==> src/rtl/picosoc_iomem_master_if.sv <==
`default_nettype none
// ============================================================================
// Module   : picosoc_iomem_master_if
// Brief    : Host command/response channel plus PicoSoC iomem request bus.
// Revision : 1.0 - initial release
// ============================================================================
interface picosoc_iomem_master_if;
    logic        cmd_valid;
    logic        cmd_ready;
    logic        cmd_write;
    logic [31:0] cmd_addr;
    logic [31:0] cmd_wdata;
    logic [3:0]  cmd_wstrb;

    logic        rsp_valid;
    logic        rsp_ready;
    logic [31:0] rsp_rdata;
    logic        rsp_error;

    logic        iomem_valid;
    logic        iomem_instr;
    logic [31:0] iomem_addr;
    logic [31:0] iomem_wdata;
    logic [3:0]  iomem_wstrb;
    logic        iomem_ready;
    logic [31:0] iomem_rdata;

    modport master (
        input  cmd_valid, cmd_write, cmd_addr, cmd_wdata, cmd_wstrb,
        output cmd_ready,
        output rsp_valid, rsp_rdata, rsp_error,
        input  rsp_ready,
        output iomem_valid, iomem_instr, iomem_addr, iomem_wdata, iomem_wstrb,
        input  iomem_ready, iomem_rdata
    );

    modport slave (
        output cmd_valid, cmd_write, cmd_addr, cmd_wdata, cmd_wstrb,
        input  cmd_ready,
        input  rsp_valid, rsp_rdata, rsp_error,
        output rsp_ready,
        input  iomem_valid, iomem_instr, iomem_addr, iomem_wdata, iomem_wstrb,
        output iomem_ready, iomem_rdata
    );
endinterface
`default_nettype wire

==> src/rtl/picosoc_iomem_master.sv <==
`default_nettype none
// ============================================================================
// Module   : picosoc_iomem_master
// Brief    : Single-outstanding host-to-iomem bridge with bus timeout.
// Revision : 1.0 - initial release
// ============================================================================
module picosoc_iomem_master #(
    parameter int unsigned TIMEOUT_CYCLES = 1024,
    parameter logic [31:0] ERR_DATA       = 32'hFFFF_FFFF
) (
    input  wire logic              clk,
    input  wire logic              rst,
    picosoc_iomem_master_if.master bus,
    output      logic              busy,
    output      logic [15:0]       err_count
);
    localparam int unsigned TW = (TIMEOUT_CYCLES > 1) ? $clog2(TIMEOUT_CYCLES) : 1;
    localparam logic [TW-1:0] C_TLAST = TW'(TIMEOUT_CYCLES - 1);

    typedef enum logic [1:0] {
        S_IDLE = 2'd0,
        S_REQ  = 2'd1,
        S_RESP = 2'd2
    } state_t;

    state_t        r_state;
    logic [TW-1:0] r_tcnt;
    logic          r_is_read;
    logic          r_iomem_valid;
    logic [31:0]   r_iomem_addr;
    logic [31:0]   r_iomem_wdata;
    logic [3:0]    r_iomem_wstrb;
    logic          r_rsp_valid;
    logic [31:0]   r_rsp_rdata;
    logic          r_rsp_error;
    logic [15:0]   r_err_count;

    always_ff @(posedge clk) begin
        if (rst) begin
            r_state       <= S_IDLE;
            r_tcnt        <= '0;
            r_is_read     <= 1'b0;
            r_iomem_valid <= 1'b0;
            r_iomem_addr  <= '0;
            r_iomem_wdata <= '0;
            r_iomem_wstrb <= '0;
            r_rsp_valid   <= 1'b0;
            r_rsp_rdata   <= '0;
            r_rsp_error   <= 1'b0;
            r_err_count   <= '0;
        end else begin
            case (r_state)
                S_IDLE: begin
                    if (bus.cmd_valid) begin
                        r_iomem_addr  <= bus.cmd_addr & 32'hFFFF_FFFC;
                        r_iomem_wdata <= bus.cmd_wdata;
                        r_iomem_wstrb <= bus.cmd_write ? bus.cmd_wstrb : 4'b0000;
                        r_is_read     <= ~bus.cmd_write;
                        r_tcnt        <= '0;
                        // A write with no enabled bytes has nothing to put on the bus.
                        if (bus.cmd_write && (bus.cmd_wstrb == 4'b0000)) begin
                            r_rsp_valid <= 1'b1;
                            r_rsp_rdata <= '0;
                            r_rsp_error <= 1'b0;
                            r_state     <= S_RESP;
                        end else begin
                            r_iomem_valid <= 1'b1;
                            r_state       <= S_REQ;
                        end
                    end
                end
                S_REQ: begin
                    // Ready takes priority over a timeout landing in the same cycle.
                    if (bus.iomem_ready) begin
                        r_iomem_valid <= 1'b0;
                        r_rsp_valid   <= 1'b1;
                        r_rsp_rdata   <= r_is_read ? bus.iomem_rdata : 32'd0;
                        r_rsp_error   <= 1'b0;
                        r_state       <= S_RESP;
                    end else if (r_tcnt == C_TLAST) begin
                        r_iomem_valid <= 1'b0;
                        r_rsp_valid   <= 1'b1;
                        r_rsp_rdata   <= r_is_read ? ERR_DATA : 32'd0;
                        r_rsp_error   <= 1'b1;
                        if (r_err_count != 16'hFFFF) begin
                            r_err_count <= r_err_count + 16'd1;
                        end
                        r_state       <= S_RESP;
                    end else begin
                        r_tcnt <= r_tcnt + TW'(1);
                    end
                end
                S_RESP: begin
                    if (bus.rsp_ready) begin
                        r_rsp_valid <= 1'b0;
                        r_state     <= S_IDLE;
                    end
                end
                default: begin
                    r_state <= S_IDLE;
                end
            endcase
        end
    end

    assign bus.cmd_ready   = (r_state == S_IDLE);
    assign bus.rsp_valid   = r_rsp_valid;
    assign bus.rsp_rdata   = r_rsp_rdata;
    assign bus.rsp_error   = r_rsp_error;
    assign bus.iomem_valid = r_iomem_valid;
    assign bus.iomem_instr = 1'b0;
    assign bus.iomem_addr  = r_iomem_addr;
    assign bus.iomem_wdata = r_iomem_wdata;
    assign bus.iomem_wstrb = r_iomem_wstrb;
    assign busy            = (r_state != S_IDLE);
    assign err_count       = r_err_count;

endmodule
`default_nettype wire

==> src/flat_wrapper.sv <==
// flat-port wrapper written by rule: the top's interface ports become plain ports
module picosoc_iomem_master_flat 
#(
    parameter int unsigned TIMEOUT_CYCLES = 1024,
    parameter logic [31:0] ERR_DATA       = 32'hFFFF_FFFF
)
  (clk, rst, busy, err_count, bus_cmd_valid, bus_cmd_write, bus_cmd_addr, bus_cmd_wdata, bus_cmd_wstrb, bus_cmd_ready, bus_rsp_valid, bus_rsp_rdata, bus_rsp_error, bus_rsp_ready, bus_iomem_valid, bus_iomem_instr, bus_iomem_addr, bus_iomem_wdata, bus_iomem_wstrb, bus_iomem_ready, bus_iomem_rdata);
  picosoc_iomem_master_if bus_i ();
  input  wire logic clk;
  input  wire logic rst;
  output      logic busy;
  output      logic [15:0] err_count;
  input wire logic [$bits(bus_i.cmd_valid)-1:0] bus_cmd_valid;
  input wire logic [$bits(bus_i.cmd_write)-1:0] bus_cmd_write;
  input wire logic [$bits(bus_i.cmd_addr)-1:0] bus_cmd_addr;
  input wire logic [$bits(bus_i.cmd_wdata)-1:0] bus_cmd_wdata;
  input wire logic [$bits(bus_i.cmd_wstrb)-1:0] bus_cmd_wstrb;
  output wire logic [$bits(bus_i.cmd_ready)-1:0] bus_cmd_ready;
  output wire logic [$bits(bus_i.rsp_valid)-1:0] bus_rsp_valid;
  output wire logic [$bits(bus_i.rsp_rdata)-1:0] bus_rsp_rdata;
  output wire logic [$bits(bus_i.rsp_error)-1:0] bus_rsp_error;
  input wire logic [$bits(bus_i.rsp_ready)-1:0] bus_rsp_ready;
  output wire logic [$bits(bus_i.iomem_valid)-1:0] bus_iomem_valid;
  output wire logic [$bits(bus_i.iomem_instr)-1:0] bus_iomem_instr;
  output wire logic [$bits(bus_i.iomem_addr)-1:0] bus_iomem_addr;
  output wire logic [$bits(bus_i.iomem_wdata)-1:0] bus_iomem_wdata;
  output wire logic [$bits(bus_i.iomem_wstrb)-1:0] bus_iomem_wstrb;
  input wire logic [$bits(bus_i.iomem_ready)-1:0] bus_iomem_ready;
  input wire logic [$bits(bus_i.iomem_rdata)-1:0] bus_iomem_rdata;
  assign bus_i.cmd_valid = bus_cmd_valid;
  assign bus_i.cmd_write = bus_cmd_write;
  assign bus_i.cmd_addr = bus_cmd_addr;
  assign bus_i.cmd_wdata = bus_cmd_wdata;
  assign bus_i.cmd_wstrb = bus_cmd_wstrb;
  assign bus_cmd_ready = bus_i.cmd_ready;
  assign bus_rsp_valid = bus_i.rsp_valid;
  assign bus_rsp_rdata = bus_i.rsp_rdata;
  assign bus_rsp_error = bus_i.rsp_error;
  assign bus_i.rsp_ready = bus_rsp_ready;
  assign bus_iomem_valid = bus_i.iomem_valid;
  assign bus_iomem_instr = bus_i.iomem_instr;
  assign bus_iomem_addr = bus_i.iomem_addr;
  assign bus_iomem_wdata = bus_i.iomem_wdata;
  assign bus_iomem_wstrb = bus_i.iomem_wstrb;
  assign bus_i.iomem_ready = bus_iomem_ready;
  assign bus_i.iomem_rdata = bus_iomem_rdata;
  picosoc_iomem_master #(.TIMEOUT_CYCLES(TIMEOUT_CYCLES), .ERR_DATA(ERR_DATA)) u_core (.clk(clk), .rst(rst), .bus(bus_i), .busy(busy), .err_count(err_count));
endmodule
==> config.mk <==
export PLATFORM = sky130hd
export DESIGN_NAME = picosoc_iomem_master_flat
export DESIGN_NICKNAME = d
export VERILOG_FILES = /design/src/rtl/picosoc_iomem_master_if.sv /design/src/rtl/picosoc_iomem_master.sv /design/src/flat_wrapper.sv
export SDC_FILE = /design/constraint.sdc
export NUM_CORES = 1
export LEC_CHECK = 0
export ABC_AREA = 1
export CAP_MARGIN = 25
export CORE_ASPECT_RATIO = 1.1
export CORE_MARGIN = 1.5
export CORE_UTILIZATION = 45
export CTS_BUF_LIST = sky130_fd_sc_hd__clkbuf_4
export DETAILED_ROUTE_END_ITERATION = 10
export DONT_BUFFER_PORTS = 1
export GPL_TIMING_DRIVEN = 1
export PLACE_DENSITY_LB_ADDON = 0.2
export SYNTH_ARGS = -nofsm -noshare
export SYNTH_HDL_FRONTEND = slang
export SYNTH_SLANG_ARGS = --single-unit
==> constraint.sdc <==
create_clock -name clk -period 1.49 [get_ports clk]
set_input_delay 0.298 -clock clk [delete_from_list [all_inputs] [get_ports clk]]
set_output_delay 0.298 -clock clk [all_outputs]
set_load 0.02 [all_outputs]
# == Word-level counts from Yosys, hierarchy flattened ==
# Cells that the tools add are included.
# totals
ff_bits,130
latchBits,0
mem_bits_rw,0
romBits,0
in_bits,106
out_inout_bits,122
word_cells,72
n_memories,0
# op_classes
n_addsub,2
mul,0
n_div,0
order_cmp,0
eq_ne,11
shift,0
mux,33
bitwise,2
n_reduce_logical,13
# op_table
cell,n
two-way mux 32 bit,6
one-hot mux 32 bit (2 select lines),1
two-way mux 10 bit,3
one-hot mux 10 bit (2 select lines),1
adder 16 x 1 -> 16 bit (second input constant),1
inequality test 16 bit (second input constant),1
AND reduction 4 bit,4
two-way mux 1 bit,12
adder 10 x 1 -> 10 bit (second input constant),1
== test 10 bit (second input constant),1
two-way mux 2 bit,5
inequality test 2 bit (second input constant),5
one-hot mux 2 bit (3 select lines),1
AND reduction 5 bit,1
logical NOT 4 bit,1
two-way mux 4 bit,1
one-hot mux 1 bit (2 select lines),2
nonzero test 2 bit,2
inequality test 3 x 2 -> 1 bit (second input constant),1
one-hot mux 1 bit (3 select lines),1
AND reduction 3 bit,1
nonzero test 3 bit,1
== test 2 x 1 -> 1 bit (second input constant),1
== test 2 bit (second input constant),1
5 further kinds,6

# == Logic depth before layout (Yosys ltp) ==
# Gate-level depths: netlist of run 1.
# depth
depth_word,5
depth_mapped,12
mapped_depth_nobuf,10

# == Worst setup path before layout of run 1 ==
# No wires, ideal clock.
# synth_timing
path_type,register to register
from,register u_core.r_state[0]
to,"register u_core.r_rsp_error, in the netlist u_core.bus.rsp_error"
setup_ns,0.132
arrival_ns,1.704
required_ns,1.358
slack_ns,-0.346
stages_incl_launch_ff,11
n_path_buf,2
synth_period_minus_slack_ns,1.836
cell_sequence,dfxtp_1 inv_1 ha_1 clkbuf_2 inv_1 nand2_1 nand2_1 nand3_2 buf_2 nand2_1 a21oi_1
# synth_via
elab_chain_cells,3
word_cells_on_any_way,8
cone_classes,eq/ne: 4; mux: 1; reduce/logical: 3
# synth_lines
element,line,text
start: declaration,picosoc_iomem_master.sv:26,state_t r_state;
start signal: assignment,picosoc_iomem_master.sv:40,r_state <= S_IDLE;
start signal: assignment,picosoc_iomem_master.sv:65,r_state <= S_RESP;
start signal: assignment,picosoc_iomem_master.sv:68,r_state <= S_REQ;
logical NOT 2 bit *,-,
via bus_cmd_ready,flat_wrapper.sv:18,output wire logic [$bits(bus_i.cmd_ready)-1:0] bus_cmd_ready;
inequality test 2 x 1 -> 1 bit (no line) (tied with other cells),-,
AND reduction 4 bit (no line),-,
end signal: assignment,picosoc_iomem_master.sv:49,r_rsp_error <= 1'b0;
end signal: assignment,picosoc_iomem_master.sv:64,r_rsp_error <= 1'b0;
end signal: assignment,picosoc_iomem_master.sv:78,r_rsp_error <= 1'b0;
end: declaration,picosoc_iomem_master.sv:35,logic r_rsp_error;
# Mark *: on every way through the listed nets, which the timed path passes. The rest lies on a longest branch.
# A chain may end at the register's enable or synchronous reset.

# == Final worst setup path of run 1 ==
# layout_timing
from,register u_core.r_state[1]
to,"register u_core.r_iomem_wdata[9], in the netlist u_core.bus.iomem_wdata[9]"
# layout_via
elab_chain_cells,2
# layout_lines
element,line,text
logical NOT 2 bit,picosoc_iomem_master.sv:52,case (r_state)
AND reduction 2 bit (no line),-,
end signal: assignment,picosoc_iomem_master.sv:56,r_iomem_wdata <= bus.cmd_wdata;
end: declaration,picosoc_iomem_master.sv:31,logic [31:0] r_iomem_wdata;
# No other way between the ends.

==> results of run 1 <==
tightest hold or removal path, cell delays in order:
cell	delay, ns
inv_1	0.04
a21oi_1	0.06
nand4_1	0.11
a21oi_2	0.06
routing by layer:
layer | GRT usage [%] | routed length, um | vias up
met4 | 11.8 | 607 | 0
met3 | 8.71 | 1750 | 70
met1 | 28.3 | 7470 | 2910
met5 | 0 | 0 | -
li1 | - | - | 2955
met2 | 44.2 | 9960 | 343
registers in the layout, indices dropped and copies added (netlist names), 2 cells and up:
name	count
u_core.bus.iomem_addr	30
u_core.bus.iomem_wdata	32
u_core.bus.rsp_rdata	32
u_core.r_tcnt	10
u_core.bus.iomem_wstrb	4
u_core.r_state	2
u_core.err_count	16
final cells by class:
| cell class | instances | area (um^2) |
|---|---|---|
| fill | 896 | 3660 |
| multi-input combinational | 560 | 3420 |
| sequential | 130 | 2630 |
| timing repair buffer | 186 | 2090 |
| inverter | 66 | 265 |
| tap | 157 | 196 |
| clock inverter | 15 | 143 |
| clock buffer | 17 | 128 |
| antenna | 1 | 2.50 |
how the worst max path moves through the flow:
stage	start	end	slack (ns)
2_1_floorplan	u_core.r_state[1]	u_core.r_tcnt[6]	-0.05
3_3_place_gp	u_core.r_tcnt[0]	u_core.err_count[1]	0.002
3_5_place_dp	u_core.r_tcnt[0]	u_core.bus.rsp_rdata[4]	-0.06
4_1_cts	u_core.r_state[0]	bus_cmd_ready	-0.15
5_1_grt	u_core.r_state[1]	u_core.bus.iomem_wdata[9]	-0.24
6_report	u_core.r_state[1]	u_core.bus.iomem_wdata[9]	-0.20
where the power goes:
part           leakage, nW  total, mW  internal [mW]  switching, mW
clock network        0.136       2.37          0.973           1.40
logic                 2.29       4.28           1.96           2.31
registers             1.07       4.79           3.91          0.883
total                 3.50       11.4           6.84           4.59
repair_timing:
| item | in CTS | in global routing |
|---|---|---|
| resized for setup | 37 | 249 |
| endpoints found under the setup margin | 67 | 131 |
| cloned | 4 | 9 |
| endpoints found under the hold margin | 117 | 0 |
| pin swaps | 5 | 67 |
| setup buffers | 9 | 11 |
| hold buffers | 99 | 0 |
placed cells by master (no fill, tap or decap), types with 7 or more instances in the layout:
master / count
a21oi_1: 47
a21oi_2: 47
buf_12: 14
buf_4: 46
buf_6: 14
clkbuf_16: 8
clkbuf_4: 17
dfxtp_1: 116
dfxtp_2: 9
dlygate4sd3_1: 98
inv_1: 57
nand2_1: 78
nand2_2: 15
nand2_4: 32
nand3_1: 22
nand3_2: 7
nand4_1: 41
nor2_1: 125
nor2_2: 35
nor2_4: 8
o21ai_0: 29
o21ai_1: 30
o21ai_2: 11
stage by stage:
stage               hold slack (ns)  setup TNS (ns)  utilization (%)
floorplan                     0.437          -0.582                -
global placement              0.373               0             50.2
detailed placement            0.375           -1.23             50.2
CTS                         0.00814           -3.76             62.1
global route                 0.0336          -13.85             70.8
finish                       0.0388           -8.67             70.8
cell families after synthesis:
| group | after synthesis | synth area share (%) |
|---|---|---|
| AO/OA/AOI/OAI | 170 | 15.0 |
| XOR/XNOR | 4 | 0.609 |
| adder cells (fa/ha/maj) | 5 | 1.09 |
| buffers and inverters | 118 | 8.80 |
| flip-flops | 130 | 45.2 |
| other | 1 | 0.0651 |
| AND/OR/NAND/NOR | 376 | 29.3 |
==> results.ini, run 1 <==
[clock_tree]
cts_tree=built
clock_path_buffers=2
cts_made_buffers=17
clk_pin_slew_ns=0.13
clock_latency_ns=0.57
cts-htree-levels=4
cts_sinks=130
cts_root_buf=clkbuf_4

[logic_synthesis]
yosys.cell_count.top_type=nor2_1
ys_top_cells_by_area=dfxtp_1 45%, nor2_1 11%, a21oi_1 8.3%
yosysTopAreaCell=dfxtp_1
synthTopCellsByCount=162 x nor2_1, 130 x dfxtp_1, 119 x nand2_1
syn-cell-area_um2=5760
syn_area_per_cell_um2=7.16
synthFlopType=dfxtp_1
yosysSeqAreaShare_pct=45.2
ys_types=32
synth_top_area_share_pct=45.2
synthCells=804
async_flop_share_pct=0
synth_edf_count=0
ys_seq_elements=130
yosys_warnings=0

[global_route]
grt_usage_pct=25.5
grt_overflow_total=0
grt_pass1_wl_um=27600
grt_max_degree=55
grt_pass1_vias=5750
antenna_found_initial=1

[outcome]
status=finished with violations
violations=setup timing

[die]
die_y_um=122
dieArea_um2=13500
initial_utilization_pct=45.9
die_w_um=111
fp.coreArea_um2=12500
num_rows=43
ios=228

[setup_path]
cp.required_ns=1.95
path_common_cell=buf_4
cp-start-kind=flop
crit_type=flop to flop
cp.depth=9
cp-end-kind=flop
cp_num_buf_inv=5
path_max_fanout=15
reg2reg_from=u_core.r_state[1]
cp_slowest_stage_delay_ns=0.36
r2r_setup_slack_ns=-0.20
reg2regPathDepth=9
cp_top_family=buffers and inverters
r2r_end=u_core.bus.iomem_wdata[9]
cp_cell_sequence=inv_4 -> ha_4 -> buf_4 -> nand2_8 -> buf_4 -> buf_12 -> clkbuf_16 -> o21ai_1 -> nor2_1
crit_slowest_cell=dfxtp_2
arrival_ns=2.15

[placed_design]
routabilityCongestion=0.835
portBuffers=0
dp_hpwl_um=10600
placedCellCount=969
dpl_cell_area_um2=6290
place_ws_ns=-0.0589

[timing]
hold_viol=0
rsz0062_at_grt=yes
worst_pin_slew_ns=0.568
min_period_ns=1.69
worst_slack_ns=-0.201
finalCritPeriodShare_pct=113
slew_headroom_pct=62.0
setup-violations-final=91
clock_skew_ns=0.0220
max_freq_mhz=591
slew_violations=0

[routing]
drtIter0Drc=404
routed_wl_um=19800
viasPerCell=5.55
ant_nets=0
wl_per_cell_um=17.5
num_vias=6278
drc=0
dr.pass1.iters=7

[final_layout]
stdcell_count=1132
syn2layout_area_growth_pct=54.2
nets=1072
stdcell_area_um2=8880
drive_gt1_share_pct=31.8

[worst_hold_path]
hold-path-cell-count=4
hold_end=u_core.bus.rsp_rdata[21]
holdCritPathClass=primary input to flop
worstHoldStart=bus_iomem_rdata[21]

[power]
vdd_drop_max_uv=1050
p_total_mw=11.4
leakagePower_nw=3.50
power.density_nw_per_um2=1290

[job]
cap_viol_max_count=0

(Power assumes the default switching activity.)
==> run 2: changes to the inputs <==
--- a/config.mk
+++ b/config.mk
@@ -8,7 +8,6 @@
 export ABC_AREA = 1
 export CAP_MARGIN = 25
 export CORE_ASPECT_RATIO = 1.1
-export CORE_MARGIN = 1.5
 export CORE_UTILIZATION = 45
 export CTS_BUF_LIST = sky130_fd_sc_hd__clkbuf_4
 export DETAILED_ROUTE_END_ITERATION = 10
==> run 2 against run 1 <==
The flow still finishes with violations (setup timing); critical path depth is 1 lower; routed wire length is 18% higher; maximum frequency is 0.42% higher; via count is 6.1% higher; non-clock buffer count is 21 higher; setup slack better by 0.0070 ns; flip-flop and latch count stayed put; global-route usage is 1.8 points higher; cell count is 1.5% higher; design area is 6.8% higher; critical path type unchanged; largest cell class unchanged.
==> results.ini, run 2 (synthesized netlist as in run 1, its figures left out) <==
[global_route]
grt_overflow_total=0  ; unchanged
grt_pass1_wl_um=27900  ; was 27600 um
grt_usage_pct=27.3  ; was 25.5%
grt_max_degree=68  ; was 55
antenna_found_initial=0  ; was 1
grt_pass1_vias=5929  ; was 5750

[final_layout]
syn2layout_area_growth_pct=64.7  ; was 54.2%
stdcell_count=1149  ; was 1132
final_cell_mix=126 x nor2_1, 118 x dfxtp_1, 98 x dlygate4sd3_1, 63 x nand2_1, 56 x inv_1  ; was 125 x nor2_1, 116 x dfxtp_1, 98 x dlygate4sd3_1, 78 x nand2_1, 57 x inv_1
nets=1092  ; was 1072
layout_commonest_cell=nor2_1  ; unchanged
drive_gt1_share_pct=38.3  ; was 31.8%

[die]
die_y_um=121  ; was 122 um
ios=228  ; unchanged
initial_utilization_pct=47.0  ; was 45.9%
num_rows=42  ; was 43
dieArea_um2=13200  ; was 13500 um^2
fp.coreArea_um2=12200  ; was 12500 um^2
die_w_um=110  ; was 111 um

[timing]
worst_slack_ns=-0.194  ; was -0.201 ns
slew_headroom_pct=62.8  ; was 62.0%
worst_pin_slew_ns=0.557  ; was 0.568 ns
rsz0062_at_grt=yes  ; unchanged
clock_skew_ns=0.0186  ; was 0.0220 ns
max_freq_mhz=594  ; was 591 MHz
finalCritPeriodShare_pct=113  ; about the same
slew_violations=0  ; unchanged
min_period_ns=1.68  ; was 1.69 ns
setup-violations-final=122  ; was 91
hold_viol=0  ; unchanged

[setup_path]
path_max_fanout=9  ; was 15
cp_slowest_stage_delay_ns=0.35  ; was 0.36 ns
cp-end-kind=flop  ; unchanged
crit_slowest_cell=dfxtp_2  ; unchanged
crit_type=flop to flop  ; unchanged
cp-start-kind=flop  ; unchanged
cp.required_ns=1.94  ; was 1.95 ns
cp_cell_sequence=inv_2 -> ha_4 -> buf_6 -> nand2_8 -> buf_12 -> clkbuf_16 -> o21ai_0 -> nor2_1  ; was inv_4 -> ha_4 -> buf_4 -> nand2_8 -> buf_4 -> buf_12 -> clkbuf_16 -> o21ai_1 -> nor2_1
arrival_ns=2.13  ; was 2.15 ns

[routing]
ant_nets=0  ; unchanged
viasPerCell=5.80  ; was 5.55
routed_wl_um=23400  ; was 19800 um
drtIter0Drc=563  ; was 404
num_vias=6659  ; was 6278
wl_per_cell_um=20.4  ; was 17.5 um
drc=0  ; unchanged
dr.pass1.iters=7  ; unchanged

[placed_design]
placedCellCount=968  ; was 969
dp_hpwl_um=10800  ; was 10600 um
routabilityCongestion=0.827  ; was 0.835
portBuffers=0  ; unchanged

[power]
leakagePower_nw=3.71  ; was 3.50 nW
p_total_mw=12.4  ; was 11.4 mW
vdd_drop_max_uv=1190  ; was 1050 uV
power.density_nw_per_um2=1310  ; was 1290 nW/um^2

[clock_tree]
clk_pin_slew_ns=0.13  ; about the same
cts_made_buffers=17  ; unchanged
cts_root_buf=clkbuf_4  ; unchanged
clock_path_buffers=2  ; unchanged
cts-htree-levels=4  ; unchanged
clock_latency_ns=0.57  ; about the same
cts_tree=built  ; unchanged
cts_sinks=130  ; unchanged

[outcome]
status=finished with violations  ; unchanged
violations=setup timing  ; unchanged

[job]
cap_viol_max_count=0  ; unchanged

[worst_hold_path]
holdCritPathClass=primary input to flop  ; unchanged

-- run 2: changes by cell type in the layout (fill, tap and decap cells not counted), moves of 8 or more --
| cell | previous run | this run |
|---|---|---|
| o21ai_2 | 11 | 33 |
| o21ai_0 | 29 | 12 |
| nand2_1 | 78 | 63 |
| nor2_2 | 35 | 20 |
| buf_6 | 14 | 28 |
| nor2_4 | 8 | 22 |
| nand2_2 | 15 | 26 |
| a21oi_1 | 47 | 38 |
| a21oi_2 | 47 | 55 |
-- run 2: metal layers --
layer / vias up / GRT usage, % / share of wire [%] / wire length [um]
li1: 3002 / - / - / -
met1: 3119 / 30.0 / 34 / 7990
met2: 436 / 47.6 / 50 / 11800
met3: 102 / 8.73 / 11 / 2590
met4: 0 / 11.4 / 4.5 / 1050
met5: - / 0 / 0 / 0
-- run 2: path summary, 6_finish.rpt --
path                       start                    endpoint  slack, ns  depth (start not counted)
max reg2reg    u_core.r_state[1]  u_core.bus.iomem_wdata[19]      -0.19                          8
min          bus_iomem_rdata[14]    u_core.bus.rsp_rdata[14]       0.02                          4
min reg2reg     u_core.r_tcnt[4]            u_core.r_tcnt[4]       0.48                          2
max            u_core.r_state[1]  u_core.bus.iomem_wdata[19]      -0.19                          8
-- run 2: power by group --
part           leakage (nW)  internal [mW]  switching (mW)
clock network         0.139          0.835            1.49
registers              1.07           3.91           0.932
logic                  2.51           2.32            2.91
total                  3.71           7.06            5.32
-- run 2: through the flow --
stage | instance area (um^2) | utilization [%] | TNS [ns] | setup WS (ns) | hold WS (ns)
floorplan | 5840 | - | -0.582 | -0.0459 | 0.437
finish | 9480 | 77.5 | -10.0 | -0.194 | 0.0160
global placement | 6320 | 51.7 | 0 | 0.0233 | 0.368
CTS | 8000 | 65.3 | -3.01 | -0.157 | 0.00150
detailed placement | 6320 | 51.7 | -0.536 | -0.0554 | 0.375
global route | 9480 | 77.4 | -16.95 | -0.308 | 0.0155
-- run 2: layout make-up --
type                            instances  area, um^2
Sequential cell                       130        2620
Tap cell                              154         193
Antenna cell                            1        2.50
Fill cell                             747        2760
Timing Repair Buffer                  207        2430
Clock buffer                           17         128
Clock inverter                         15         134
Inverter                               66         284
Multi-Input combinational cell        559        3690
-- run 2: critical path, delay by kind of cell (launching register included) --
| family | cells | cell delay [ns] |
|---|---|---|
| flops | 1 | 0.35 |
| fa+ha+maj | 1 | 0.20 |
| compound gates | 1 | 0.32 |
| buf+inv | 4 | 0.54 |
| simple gates | 2 | 0.15 |
-- run 2: repair_timing --
item                                    CTS  global route
endpoints found under the hold margin   117             0
resized for setup                        43           337
pin swaps                                 7            63
buffers inserted                         13            12
endpoints found under the setup margin   61            93
gates cloned                              6            22
hold buffers                             99             0
